--- config.mk ---
export PLATFORM = sky130hd
export DESIGN_NAME = assoc_cache
export DESIGN_NICKNAME = d
export VERILOG_FILES = /design/src/rtl/assoc_cache.sv
export SDC_FILE = /design/constraint.sdc
export NUM_CORES = 2
export LEC_CHECK = 0
export BUFFER_PORTS_ARGS = -buffer_cell sky130_fd_sc_hd__buf_2
export CORE_MARGIN = 1
export CORE_UTILIZATION = 50
export DETAILED_ROUTE_END_ITERATION = 16
export PLACE_DENSITY = 0.76
export SYNTH_ARGS = -nofsm -noshare
export SYNTH_HDL_FRONTEND = slang
export SYNTH_SLANG_ARGS = --single-unit
--- constraint.sdc ---
create_clock -name CLK -period 7.2 [get_ports CLK]
set_input_delay 0.36 -clock CLK [delete_from_list [all_inputs] [get_ports CLK]]
set_output_delay 0.36 -clock CLK [all_outputs]
set_load 0.03 [all_outputs]
--- src/rtl/assoc_cache.sv ---
`default_nettype none
// ----------------------------------------------------------------------------
// assoc_cache : write-back, write-allocate N-way set-associative cache, true LRU
// Rev 1.0
// ----------------------------------------------------------------------------
module assoc_cache #(
  parameter int SETS  = 4,
  parameter int WAYS  = 4,
  parameter int WORDS = 4
) (
  input  logic        CLK,
  input  logic        Reset,
  input  logic        Suspense,
  input  logic        Req,
  input  logic        WE,
  input  logic [31:0] Addr,
  input  logic [31:0] WD,
  output logic        Hit,
  output logic [31:0] RD,
  output logic [31:0] MAddr,
  output logic        MRE,
  output logic        MWE,
  output logic [31:0] MWD,
  input  logic        MReady,
  input  logic [31:0] MRD
);

  localparam int WL  = $clog2(WAYS);
  localparam int CW  = $clog2(WORDS);
  localparam int IDX = $clog2(SETS);
  localparam int OFF = CW + 2;
  localparam int TAG = 32 - OFF - IDX;

  typedef enum logic [1:0] {
    S_IDLE = 2'd0,
    S_WB   = 2'd1,
    S_FILL = 2'd2
  } state_t;

  state_t        state_q, state_d;
  logic [CW-1:0] cnt_q, cnt_d;
  logic [WL-1:0] victim_q, victim_d;

  logic [31:0]                          data_q [SETS][WAYS][WORDS];
  logic [SETS-1:0][WAYS-1:0][TAG-1:0]   tag_q;
  logic [SETS-1:0][WAYS-1:0]            valid_q;
  logic [SETS-1:0][WAYS-1:0]            dirty_q;
  logic [SETS-1:0][WAYS-1:0][WL-1:0]    age_q;

  logic [TAG-1:0] tag;
  logic [IDX-1:0] idx;
  logic [CW-1:0]  word;
  logic           hit_any;
  logic [WL-1:0]  hit_way;
  logic [WL-1:0]  victim_sel;
  logic           start_fill;
  logic           wb_done;
  logic           fill_we;
  logic           fill_done;
  logic           unused_addr_bits;

  assign tag  = Addr[31:OFF+IDX];
  assign idx  = Addr[OFF+IDX-1:OFF];
  assign word = Addr[OFF-1:2];
  assign unused_addr_bits = ^Addr[1:0];

  always_comb begin
    hit_any = 1'b0;
    hit_way = '0;
    for (int w = 0; w < WAYS; w++) begin
      if (valid_q[idx][w] && (tag_q[idx][w] == tag)) begin
        hit_any = 1'b1;
        hit_way = WL'(w);
      end
    end
  end

  // Oldest way is the fallback; descending scan lets the lowest invalid way win.
  always_comb begin
    victim_sel = '0;
    for (int w = 0; w < WAYS; w++) begin
      if (age_q[idx][w] == WL'(WAYS - 1)) victim_sel = WL'(w);
    end
    for (int w = WAYS - 1; w >= 0; w--) begin
      if (!valid_q[idx][w]) victim_sel = WL'(w);
    end
  end

  always_comb begin
    state_d    = state_q;
    cnt_d      = cnt_q;
    victim_d   = victim_q;
    Hit        = 1'b0;
    RD         = '0;
    MAddr      = '0;
    MRE        = 1'b0;
    MWE        = 1'b0;
    MWD        = '0;
    start_fill = 1'b0;
    wb_done    = 1'b0;
    fill_we    = 1'b0;
    fill_done  = 1'b0;
    case (state_q)
      S_IDLE: begin
        Hit = Req & hit_any;
        if (Hit && !WE) RD = data_q[idx][hit_way][word];
        if (Req && !hit_any) begin
          victim_d = victim_sel;
          cnt_d    = '0;
          if (dirty_q[idx][victim_sel]) begin
            state_d = S_WB;
          end else begin
            state_d    = S_FILL;
            start_fill = 1'b1;
          end
        end
      end
      S_WB: begin
        MWE   = 1'b1;
        MAddr = {tag_q[idx][victim_q], idx, cnt_q, 2'b00};
        MWD   = data_q[idx][victim_q][cnt_q];
        if (MReady) begin
          cnt_d = cnt_q + CW'(1);
          if (cnt_q == CW'(WORDS - 1)) begin
            state_d = S_FILL;
            wb_done = 1'b1;
          end
        end
      end
      S_FILL: begin
        MRE   = 1'b1;
        MAddr = {tag, idx, cnt_q, 2'b00};
        if (MReady) begin
          fill_we = 1'b1;
          cnt_d   = cnt_q + CW'(1);
          if (cnt_q == CW'(WORDS - 1)) begin
            state_d   = S_IDLE;
            fill_done = 1'b1;
          end
        end
      end
      default: state_d = S_IDLE;
    endcase
  end

  // The victim is marked invalid while it is being refilled so an aborted fill leaves no stale line.
  always_ff @(posedge CLK or posedge Reset) begin
    if (Reset) begin
      state_q  <= S_IDLE;
      cnt_q    <= '0;
      victim_q <= '0;
      valid_q  <= '0;
      dirty_q  <= '0;
      for (int s = 0; s < SETS; s++) begin
        for (int w = 0; w < WAYS; w++) begin
          age_q[s][w] <= WL'(w);
        end
      end
    end else if (!Suspense) begin
      state_q  <= state_d;
      cnt_q    <= cnt_d;
      victim_q <= victim_d;
      if (Hit) begin
        for (int w = 0; w < WAYS; w++) begin
          if (WL'(w) == hit_way) begin
            age_q[idx][w] <= '0;
          end else if (age_q[idx][w] < age_q[idx][hit_way]) begin
            age_q[idx][w] <= age_q[idx][w] + WL'(1);
          end
        end
        if (WE) dirty_q[idx][hit_way] <= 1'b1;
      end
      if (start_fill) valid_q[idx][victim_sel] <= 1'b0;
      if (wb_done) begin
        dirty_q[idx][victim_q] <= 1'b0;
        valid_q[idx][victim_q] <= 1'b0;
      end
      if (fill_done) begin
        valid_q[idx][victim_q] <= 1'b1;
        dirty_q[idx][victim_q] <= 1'b0;
      end
    end
  end

  always_ff @(posedge CLK) begin
    if (!Suspense) begin
      if (Hit && WE) data_q[idx][hit_way][word] <= WD;
      if (fill_we) data_q[idx][victim_q][cnt_q] <= MRD;
      if (fill_done) tag_q[idx][victim_q] <= tag;
    end
  end

endmodule
`default_nettype wire

==> metrics.sh <==
RESULT_OF_THE_RUN='finished clean'
NUM-NETS-FINAL=6434
DETAIL_ROUTE.VIAS_PER_CELL=7.19
MAX_CLOCK_SKEW_PS=111
INITIAL_UTILIZATION=0.503
CORE_AREA_UM2=222000
PEAK_SUPPLY_DROP_mV=0.279
POWER-PER-CELL-AREA_nW_PER_UM2=277
CLKLATENCYLATEPIN_PS=970
DIE_AREA_UM2=226000
GPL.FINAL_WEIGHTED_CONGESTION=0.933
LAYOUT-DRIVE-GT1-SHARE=0.349
FINAL_CELL_COUNT_NO_FILL=9550
CPLARGESTDELAYFAMILY='compound AO/OA/AOI/OAI gates'
FIN_SETUP_TNS_PS=0
SYNTHDOMINANTAREACELLTYPE='edfxtp_1'
CTS.CLK_SLEW.WORST_PATHS_PS=60
DRT_PRE_ANTENNA_ITERS=9
FINAL_PERIOD_MINUS_WORST_SETUP_SLACK_PS=7030
TOP_LEVEL_PORTS=201
SYNTHESIS.AREA_PER_INSTANCE_UM2=18.5
CRIT_CHAIN='mux4_2, xnor2_1, nand4_1, nor4bb_1, nand4b_1, o211ai_1, buf_4, buf_4, o22ai_1, a21oi_1, o221ai_1, a211oi_1, buf_2'
ROUTEDWLPERCELL_UM=39.7
UNREPAIRED_SETUP_ENDPOINTS_AFTER_GLOBAL_ROUTING='false'
CRITPATHREQUIREDTIME_PS=6840
FILLERS=16100
SYNTH_TOP_AREA_FRAC=0.661
LEAKAGE_nW=40.5
WL_UM=379000
CRIT_TOP_CELL='buf_4'
DIE_HEIGHT_UM=475
ANTENNA_VIOLATING_NETS_POST_ROUTE=0
NUMBER_OF_ENDPOINTS_FAILING_SETUP_AT_THE_FINAL_STAGE=0
CLOCK-ROOT-BUFFER='clkbuf_16'
WORST_SETUP_PATH_START_KIND='register'
FINAL_COMMON_CELL='edfxtp_1'
MAX_CAP_VIOLATIONS=0
CRIT_PATH_TOP_DELAY_CELL='a211oi_1'
DIE_X_UM=475
SYNTH_TO_LAYOUT_AREA_GROWTH_PCT=13.3
CELL_AREA_AFTER_SYNTHESIS_UM2=112000
VIAS_IN_THE_FIRST_GLOBAL_ROUTE=66300
ROUTED_VIA_COUNT=68700
POST_CTS_REPAIR_RESIZE_COUNT=0
CTS_HTREE_LEVELS=5
ENDPOINT_KIND='primary output'
FMAXACHIEVABLE_GHz=0.142
CLK_PATH_BUF_DEPTH=4
SYNTHESIS.INSTANCES=6048
LAYOUT.CELLS.MOST_COMMON_LIST='edfxtp_1, mux4_2, mux2_2, clkbuf_16, nand2_1'
POST_SYNTH_MAIN_AREA_CONTRIBUTORS='edfxtp_1, mux4_2, mux2_2, dfrtp_1, clkbuf_1'
MIN_PATH_TYPE='in2reg'
HALF_PERIMETER_WIRE_LENGTH_AFTER_PLACEMENT_UM=227000
PROPORTION_OF_SYNTHESIZED_FLIP_FLOPS_HAVING_ASYNCHRONOUS_SET_OR_RESET=0.0276
PIN_COUNT_OF_THE_BIGGEST_NET_ENTERING_GLOBAL_ROUTING=109
FINALMAXSLEWVIOLATIONS=0
SYNTH_SEQ_CELLS=2534
CTS_TREE='yes'
ANTENNA_FOUND_INITIAL=74
GROUTE.LAYER.MET1.USAGE=0.412
WORST_EP_ARRIVAL_TIME_PS=6670
GR-USAGE-MET3=0.122
DPL.CELL_COUNT=8976
CRIT_FANOUT=15
NETLIST-CELL-TYPE-COUNT=94
TIMING.SLEW.HEADROOM=0.0669
GLOBALROUTEOVERFLOWTOTAL=0
YOSYSWARNINGCOUNT=0
FINAL_PERIOD_UTIL=0.977
PATH_BUF_INV=3
TIMING_HOLD_VIOLATIONS_FINAL=0
YS.FLOP_TYPE='edfxtp_1'
GLOBAL_ROUTE.USAGE.TOTAL=0.336
CRIT_PATH_MAX_INCR_DELAY_PS=1140
CTS_SETUP_BUFFERS=0
CTS_INSERTED_BUFFERS=275
GRT.BUSIEST_LAYER='met2'
GLOBALROUTEMET2UTIL=0.495
DETAIL_ROUTE.ITER0.VIOLATIONS=12200
FIRST_PASS_GRT_WIRE_LENGTH_UM=519000
ROW_COUNT=173
WORSTMARGINPINSLEW_PS=1400
REMAINING_DRC_ERRORS=0
SYNTH_SEQ_AREA_SHARE=0.677
PORT_BUFFERS=196
NUMBER_OF_ENABLE_TYPE_REGISTER_CELLS_IN_THE_SYNTHESIZED_NETLIST=2464
CTS.SINKS=2534
PATH_CLASS='reg2out'
[metal layers]
| layer | routed length, µm | part of all wire |
|---|---|---|
| met3 | 60300 | 0.16 |
| met1 | 119000 | 0.31 |
| met4 | 30800 | 0.081 |
| met2 | 169000 | 0.45 |
| met5 | 344 | 0.00091 |
[sequential cells by signal, summed over array words and instances (netlist names)]
| register | flops |
|---|---|
| data_q | 2048 |
| tag_q | 416 |
| age_q | 32 |
| dirty_q | 16 |
| valid_q | 16 |
| cnt_q | 2 |
| state_q | 2 |
| victim_q | 2 |
[synth_stat cells (14+ instances only)]
cell type,count
edfxtp_1,2464
mux4_2,785
mux2_2,507
clkbuf_1,325
nor2_1,262
nand2_1,240
o21ai_0,132
mux2i_1,104
a21oi_1,100
nor3_1,94
buf_2,85
xnor2_1,75
o22ai_1,59
or3_1,58
dfrtp_1,54
and2_1,40
buf_1,37
nand3_1,34
nor2b_1,34
inv_1,31
o221ai_1,30
a22oi_1,27
nand4_1,27
o211ai_1,24
o31ai_1,23
buf_4,21
a31oi_1,20
nand2b_1,20
a32oi_1,16
dfstp_2,16
xor2_1,16
ha_1,14
[power breakdown]
| part | internal [W] | leakage, nW | switching [W] | total [W] |
|---|---|---|---|---|
| Clock | 0.00817 | 4.20 | 0.00574 | 0.0139 |
| Combinational | 0.00181 | 13.3 | 0.00302 | 0.00484 |
| Sequential | 0.0163 | 23.0 | 0.0000572 | 0.0164 |
| Total | 0.0263 | 40.5 | 0.00882 | 0.0351 |
[area by class of cell]
type                            instances  area [µm²]  area share
Sequential cell                      2534       75800       0.598
Multi-Input combinational cell       2997       34700       0.274
Clock buffer                          329        7190      0.0567
Tap cell                             2975        3720      0.0294
Timing Repair Buffer                  474        3650      0.0288
Clock inverter                        129        1430      0.0113
Antenna cell                           76         190     0.00150
Inverter                               36         144     0.00114
[path summary, 6_finish.rpt]
check / slack (ps) / endpoint / startpoint / depth (start not counted)
hold reg to reg: 470 / valid_q[11] / valid_q[11] / 1
setup reg to reg: 1430 / data_q[3][473] / tag_q[374] / 13
min in group asynchronous: 310 / age_q[24] / Reset / 4
setup / recovery: 170 / RD[15] / tag_q[374] / 13
max in group asynchronous: 6110 / victim_q[1] / Reset / 4
hold / removal: 10 / data_q[0][0] / WD[0] / 3
[worst register-to-register path, stage by stage (launching register included)]
cell and delay, ps:
edfxtp_1 360, mux4_2 530, xnor2_1 340, nand4_1 130, nor4bb_1 500, and4b_1 520
a21oi_1 400, buf_4 290, a31oi_2 170, buf_4 200, nand2_1 290, o21a_1 410
nor2_4 560, buf_4 660
[logic make-up after synthesis]
| family | after synthesis | synth area share |
|---|---|---|
| other | 1 | 0.0000335 |
| adder cells (fa/ha/maj) | 14 | 0.00157 |
| multiplexers | 1396 | 0.218 |
| flip-flops | 2534 | 0.677 |
| AO/OA/AOI/OAI | 610 | 0.0376 |
| AND/OR/NAND/NOR | 884 | 0.0379 |
| XOR/XNOR | 91 | 0.00713 |
| buffers and inverters | 518 | 0.0200 |
[through the flow]
stage	utilization	instance area, µm²	hold WS, ps	total power [W]	setup slack [ps]
after floorplan	-	112000	444	0.0197	1930
after global placement	0.529	118000	455	0.0213	677
after detailed placement	0.529	118000	461	0.0213	677
after CTS	0.569	127000	3.27	0.0350	490
after global routing	0.570	127000	14.7	0.0358	156
final	0.570	127000	12.8	0.0351	166
[timing repair]
action,CTS,global route
setup endpoints to repair,0,0
endpoints found under the hold margin,462,0
hold buffers,39,0
Power figures use the tool's default switching activity.
